[src/rtl/multiplier_iterative_param.sv]
// multiplier_iterative_param: iterative shift-and-add multiplier, WIDTH x WIDTH -> 2*WIDTH,
//   per-operation signed/unsigned mode, one operation in flight at a time.
// Latency: accept on edge n -> valid_out high between edges n+WIDTH and n+WIDTH+1
//   (n+ITER and n+ITER+1 with EARLY_TERM_EN); one result per WIDTH+2 cycles back-to-back.
// Backpressure: ready_out low while busy; valid_in without ready_out is dropped, not queued.
//
// Optional feature macro: EARLY_TERM_EN
//   defined   -> stop as soon as the remaining multiplier bits are all zero
//                (iterations = max(1, index of highest set bit of |b| + 1))
//   undefined -> always WIDTH iterations
//
// Ports:
//   clk        clock, all state updates on the rising edge
//   reset      synchronous active-high reset, aborts any operation in flight
//   valid_in   request, accepted on an edge where ready_out=1
//   ready_out  unit idle and not in reset
//   signed_in  1 = two's-complement operands/result, 0 = unsigned (captured at accept)
//   a, b       multiplicand / multiplier (captured at accept)
//   valid_out  one-cycle pulse, r holds the new product
//   r          product register, held until the next completion or reset

module multiplier_iterative_param #(
    parameter int WIDTH = 32
) (
    input  logic                 clk,
    input  logic                 reset,
    input  logic                 valid_in,
    output logic                 ready_out,
    input  logic                 signed_in,
    input  logic [WIDTH-1:0]     a,
    input  logic [WIDTH-1:0]     b,
    output logic                 valid_out,
    output logic [2*WIDTH-1:0]   r
);

    localparam int PW = 2 * WIDTH;
    // Counter only needs to reach WIDTH-1: the final iteration is detected, not counted past.
    localparam int CW = (WIDTH > 2) ? $clog2(WIDTH) : 1;

    generate
        if (WIDTH < 2) begin : g_width_check
            $error("multiplier_iterative_param: WIDTH must be >= 2");
        end
    endgenerate

    typedef enum logic [1:0] {
        S_IDLE = 2'd0,
        S_RUN  = 2'd1,
        S_DONE = 2'd2
    } state_t;

    state_t            state_q, state_d;
    logic [PW-1:0]     mcand_q, mcand_d;   // multiplicand magnitude, shifted left each iteration
    logic [WIDTH-1:0]  mplier_q, mplier_d; // multiplier magnitude, shifted right each iteration
    logic [PW-1:0]     acc_q, acc_d;       // unsigned partial-product accumulator
    logic [CW-1:0]     cnt_q, cnt_d;
    logic              neg_q, neg_d;       // result must be negated at completion
    logic [PW-1:0]     r_q, r_d;

    // ------------------------------------------------------------------
    // Operand conditioning at accept time. The magnitude of the most
    // negative value, 2^(WIDTH-1), still fits unsigned in WIDTH bits, so
    // a plain WIDTH-bit two's-complement negate is exact.
    // ------------------------------------------------------------------
    logic              a_neg, b_neg;
    logic [WIDTH-1:0]  a_mag, b_mag;

    always_comb begin
        a_neg = signed_in & a[WIDTH-1];
        b_neg = signed_in & b[WIDTH-1];
        a_mag = a_neg ? (~a + WIDTH'(1)) : a;
        b_mag = b_neg ? (~b + WIDTH'(1)) : b;
    end

    // ------------------------------------------------------------------
    // Datapath for one iteration. The accumulator is 2*WIDTH bits and the
    // product of two WIDTH-bit magnitudes always fits, so no carry-out is kept.
    // ------------------------------------------------------------------
    logic [PW-1:0]     acc_sum;
    logic [WIDTH-1:0]  mplier_shr;
    logic              last_iter;
    logic [PW-1:0]     r_fix;

    always_comb begin
        acc_sum    = acc_q + (mplier_q[0] ? mcand_q : '0);
        mplier_shr = mplier_q >> 1;
`ifdef EARLY_TERM_EN
        // Nothing left to add once the remaining multiplier bits are zero;
        // the first iteration always runs, so b=0 completes in one cycle.
        last_iter  = (cnt_q == CW'(WIDTH - 1)) || (mplier_shr == '0);
`else
        last_iter  = (cnt_q == CW'(WIDTH - 1));
`endif
        r_fix      = neg_q ? (~acc_sum + PW'(1)) : acc_sum;
    end

    // ------------------------------------------------------------------
    // Next-state and output logic
    // ------------------------------------------------------------------
    always_comb begin
        state_d  = state_q;
        mcand_d  = mcand_q;
        mplier_d = mplier_q;
        acc_d    = acc_q;
        cnt_d    = cnt_q;
        neg_d    = neg_q;
        r_d      = r_q;

        unique case (state_q)
            S_IDLE: begin
                if (valid_in) begin
                    mcand_d  = {{WIDTH{1'b0}}, a_mag};
                    mplier_d = b_mag;
                    acc_d    = '0;
                    cnt_d    = '0;
                    neg_d    = signed_in & (a[WIDTH-1] ^ b[WIDTH-1]);
                    state_d  = S_RUN;
                end
            end
            S_RUN: begin
                acc_d    = acc_sum;
                mcand_d  = mcand_q << 1;
                mplier_d = mplier_shr;
                cnt_d    = cnt_q + CW'(1);
                if (last_iter) begin
                    // r is only written here, so it stays stable throughout RUN.
                    r_d     = r_fix;
                    cnt_d   = '0;
                    state_d = S_DONE;
                end
            end
            S_DONE: begin
                // New requests are not looked at here; the unit reopens next cycle.
                state_d = S_IDLE;
            end
            default: begin
                state_d = S_IDLE;
            end
        endcase
    end

    always_ff @(posedge clk) begin
        if (reset) begin
            state_q  <= S_IDLE;
            mcand_q  <= '0;
            mplier_q <= '0;
            acc_q    <= '0;
            cnt_q    <= '0;
            neg_q    <= 1'b0;
            r_q      <= '0;
        end else begin
            state_q  <= state_d;
            mcand_q  <= mcand_d;
            mplier_q <= mplier_d;
            acc_q    <= acc_d;
            cnt_q    <= cnt_d;
            neg_q    <= neg_d;
            r_q      <= r_d;
        end
    end

    // ready_out drops combinationally with reset so no request is taken on a reset edge.
    assign ready_out = (state_q == S_IDLE) && !reset;
    assign valid_out = (state_q == S_DONE);
    assign r         = r_q;

endmodule

[config.mk]
export PLATFORM = sky130hd
export DESIGN_NAME = multiplier_iterative_param
export DESIGN_NICKNAME = d
export VERILOG_FILES = /design/src/rtl/multiplier_iterative_param.sv
export SDC_FILE = /design/constraint.sdc
export NUM_CORES = 1
export LEC_CHECK = 0
export ABC_AREA = 1
export CELL_PAD_IN_SITES_DETAIL_PLACEMENT = 0
export CELL_PAD_IN_SITES_GLOBAL_PLACEMENT = 1
export CORE_UTILIZATION = 35
export DETAILED_ROUTE_END_ITERATION = 10
export GPL_TIMING_DRIVEN = 1
export PLACE_DENSITY_LB_ADDON = 0.1
export SETUP_SLACK_MARGIN = 0.4
export SLEW_MARGIN = 5
export SYNTH_ARGS = -nofsm -noshare
export SYNTH_HDL_FRONTEND = slang
export SYNTH_SLANG_ARGS = --single-unit
[constraint.sdc]
create_clock -name clk -period 3.9 [get_ports clk]
set_input_delay 0.78 -clock clk [delete_from_list [all_inputs] [get_ports clk]]
set_output_delay 0.78 -clock clk [all_outputs]
set_load 0.005 [all_outputs]
==> flow_metrics.tcl <==
set metrics [dict create \
    cts_sinks 232 \
    grt_start_max_net_pins 127 \
    yosysWarnings 0 \
    post_dp_cell_area_um2 21300 \
    wl_per_cell_um 17.0 \
    status "finished with violations" \
    cts-root-buf "clkbuf_16" \
    synth_adder_area_share_pct 4.64 \
    crit_path_max_fanout 13 \
    die_y_um 234 \
    antenna_found_initial 0 \
    synthCells 3338 \
    place_congestion 0.967 \
    ctsLongestPathBuffers 3 \
    core_area_um2 52800 \
    fmax_mhz 272 \
    area_growth_pct 24.8 \
    yosysUniqueCellTypes 47 \
    synth-main-ff-cell "dfxtp_1" \
    post-route-drc-count 19 \
    crit_slowest_cell "dfxtp_4" \
    critPathKind "reg -> reg" \
    hold_ws_ns 0.458 \
    critPathBufInv 7 \
    synth_seq_cells 232 \
    netlist_area_um2 18800 \
    initial_core_util_pct 35.6 \
    synth_xor_area_share_pct 2.56 \
    wl_mm 71.9 \
    violations "DRC" \
    final_core_util_pct 44.4 \
    hp-class "reg -> reg" \
    cts.clk_slew.worst_paths_ns 0.06 \
    synth_compound_area_share_pct 12.7 \
    synth_top_family_by_area "simple AND/OR/NAND/NOR gates" \
    tightest_slew_ns 1.17 \
    die_x_um 234 \
    synth.area.mux_share_pct 0 \
    syn_nets 3475 \
    worstPathRequired_ns 4.37 \
    slew_headroom_pct 21.8 \
    max_cap_violations 0 \
    drive_gt1_share_pct 14.0 \
    slew_violations 0 \
    dr.pass1.iters 9 \
    cts_buffers 30 \
    final_cells 4220 \
    final_nets 3645 \
    power_leakage_nw 11.6 \
    cp_top_family "simple AND/OR/NAND/NOR gates" \
    hold_start "mcand_q[63]$_SDFFE_PP0P_" \
    dp_hpwl_mm 57.1 \
    grt_overflow 0 \
    cpPeakStageDelay_ns 0.47 \
    reg2reg_to "r[47]$_SDFFE_PP0P_" \
    ff2ff_path_depth 25 \
    whs_endpoint "mcand_q[63]$_SDFFE_PP0P_" \
    synth-async-reset-ratio_pct 0 \
    grt_pass1_wl_mm 109 \
    hold_depth 2 \
    yosysTopAreaCell "nand2_1" \
    cp-end-kind "flop" \
    post-route-period-util_pct 94.2 \
    drt-initial-drc-count 1461 \
    pin_count 134 \
    final_area_um2 23400 \
    clk_latency_ns 0.58 \
    ys_top_cells_by_area "nand2_1 (26%), dfxtp_1 (25%), inv_1 (9.4%)" \
    port_buffers 133 \
    rsz0062_at_grt "yes" \
    ctsHoldBuffers 0 \
    dieArea_um2 54600 \
    num_vias 20800 \
    crit_top_cell "nand2_1" \
    synth-edff-count 0 \
    p_per_area_nw_per_um2 281 \
    gr-usage-all-layers_pct 25.8 \
    cts_tree "done" \
    dp_cells 4138 \
    finalClockSkew_ns 0.0203 \
    start_kind "flop" \
    hold_viol_final 0 \
    r2r_slack_ns 0.22 \
    synth_top_area_share_pct 26.0 \
    postRouteAntennaNets 0 \
    ir_worst_vdd_uv 318 \
    via_per_inst 4.93 \
    cp.arrival_ns 4.15 \
    row_count 84 \
    fin_crit_ns 3.68 \
    diodes 0 \
    grt_pass1_vias 19300 \
    synthSimpleGateAreaFrac_pct 43.1 \
    setup_viol 0 \
    synth_area_per_cell_um2 5.62 \
    r2r_start "mplier_q[0]$_SDFFE_PP0P_" \
    ys_seq_area_share_pct 24.7 \
    htree_levels 1 \
]
==> state kept, by name, indices dropped and copies added (netlist names) <==
signal    flops
mcand_q      64
state_q       2
cnt_q         5
acc_q        64
r            64
neg_q         1
mplier_q     32
==> stage by stage <==
stage,setup slack [ns],TNS (ns),total power [mW]
floorplan,0.742,0,3.12
global placement,-0.187,-0.372,3.50
detailed placement,-0.109,-0.168,3.50
CTS,0.396,0,6.56
global route,0.0619,0,6.88
finish,0.224,0,6.60
==> layout make-up <==
class | instances | area [um2]
Clock buffer | 39 | 835
Timing Repair Buffer | 240 | 2250
Clock inverter | 17 | 236
Tap cell | 688 | 861
Inverter | 506 | 1900
Sequential cell | 232 | 4650
Fill cell | 5871 | 29300
Multi-Input combinational cell | 2498 | 12700
==> report_power, final <==
part	switching, mW	leakage (nW)	total, mW	internal [mW]
registers	0.0538	1.88	2.49	2.43
logic	0.695	9.23	1.09	0.398
clock network	1.18	0.520	3.02	1.84
total	1.92	11.6	6.60	4.67
==> worst register-to-register path, cell delays in order (launching register included) <==
cell and delay, ns:
dfxtp_4 0.47, buf_8 0.19, nand2_1 0.07, inv_1 0.12
ha_2 0.34, nand2_1 0.09, nand2_1 0.09, inv_1 0.06
nand2_1 0.12, inv_2 0.09, nand3_1 0.11, buf_4 0.17
nand3_1 0.15, nand3_1 0.10, nand2_1 0.07, nand2_2 0.15
nor2_2 0.17, buf_4 0.12, nand2_1 0.09, nor2_2 0.18
nand3_1 0.12, nand2_1 0.14, xor2_1 0.17, nand2_1 0.07
nand2_1 0.06, inv_1 0.03
==> synth_stat cells (all sizes together), types with 4 or more instances <==
| master | n |
|---|---|
| nor3 | 27 |
| nand2 | 1337 |
| nand4 | 28 |
| nor2 | 278 |
| o21ai | 129 |
| ha | 68 |
| xor2 | 50 |
| xnor2 | 4 |
| a31oi | 61 |
| buf | 21 |
| clkinv | 8 |
| nand3b | 27 |
| o21bai | 9 |
| clkbuf | 81 |
| inv | 498 |
| nor4 | 7 |
| dfxtp | 232 |
| a21oi | 232 |
| or2 | 11 |
| nand3 | 209 |
==> logic make-up (layout without fill, tap and decap cells) <==
logic type               after synthesis  count (layout)
AND/OR/NAND/NOR                     1930            1930
buffers and inverters                608             802
AO/OA/AOI/OAI                        445             445
flip-flops                           232             232
adder cells (fa/ha/maj)               69              69
XOR/XNOR                              54              54
==> placed cells by master (no fill, tap or decap), types with 4 or more instances in the layout <==
| cell type | count |
|---|---|
| a21oi_1 | 218 |
| a21oi_2 | 14 |
| a31oi_1 | 61 |
| buf_12 | 4 |
| buf_4 | 98 |
| bufinv_16 | 5 |
| clkbuf_1 | 4 |
| clkbuf_16 | 32 |
| clkbuf_8 | 5 |
| clkdlybuf4s50_1 | 132 |
| clkinv_1 | 6 |
| clkinv_2 | 6 |
| dfxtp_1 | 230 |
| ha_1 | 40 |
| ha_2 | 20 |
| ha_4 | 8 |
| inv_1 | 468 |
| inv_2 | 31 |
| nand2_1 | 1230 |
| nand2_2 | 95 |
| nand2_4 | 12 |
| nand3_1 | 183 |
| nand3_2 | 17 |
| nand3_4 | 9 |
| nand3b_1 | 27 |
| nand4_1 | 28 |
| nor2_1 | 179 |
| nor2_2 | 69 |
| nor2_4 | 30 |
| nor3_1 | 22 |
| nor3_2 | 5 |
| nor4_1 | 5 |
| o21ai_0 | 119 |
| o21ai_1 | 7 |
| o21bai_1 | 9 |
| or2_2 | 10 |
| xor2_1 | 48 |
==> worst max-delay path by stage <==
stage                             startpoint            endpoint  slack, ns  cells after the start
global route        mplier_q[0]$_SDFFE_PP0P_  r[47]$_SDFFE_PP0P_       0.06                     25
finish              mplier_q[0]$_SDFFE_PP0P_  r[47]$_SDFFE_PP0P_       0.22                     25
floorplan           mplier_q[0]$_SDFFE_PP0P_  r[49]$_SDFFE_PP0P_       0.74                     26
CTS                 mplier_q[0]$_SDFFE_PP0P_  r[46]$_SDFFE_PP0P_       0.40                     25
detailed placement  mplier_q[0]$_SDFFE_PP0P_  r[47]$_SDFFE_PP0P_      -0.11                     22
global placement    mplier_q[0]$_SDFFE_PP0P_  r[47]$_SDFFE_PP0P_      -0.19                     22
==> routing by layer <==
metal / vias up / wire, um / global-route usage [%]
met5: - / 0 / 0
met4: 0 / 1850 / 6.53
met3: 86 / 3880 / 3.65
met2: 486 / 29800 / 38.7
met1: 9428 / 36400 / 38.0
li1: 10800 / - / -
==> repair_timing <==
action	4_1_cts	5_1_grt
setup endpoints to repair	30	43
gates cloned	0	2
pin swaps	13	36
gates resized for setup	56	196
buffers inserted	11	13
hold endpoints to repair	0	0
Note: power is estimated with default switching activity, not from simulation.
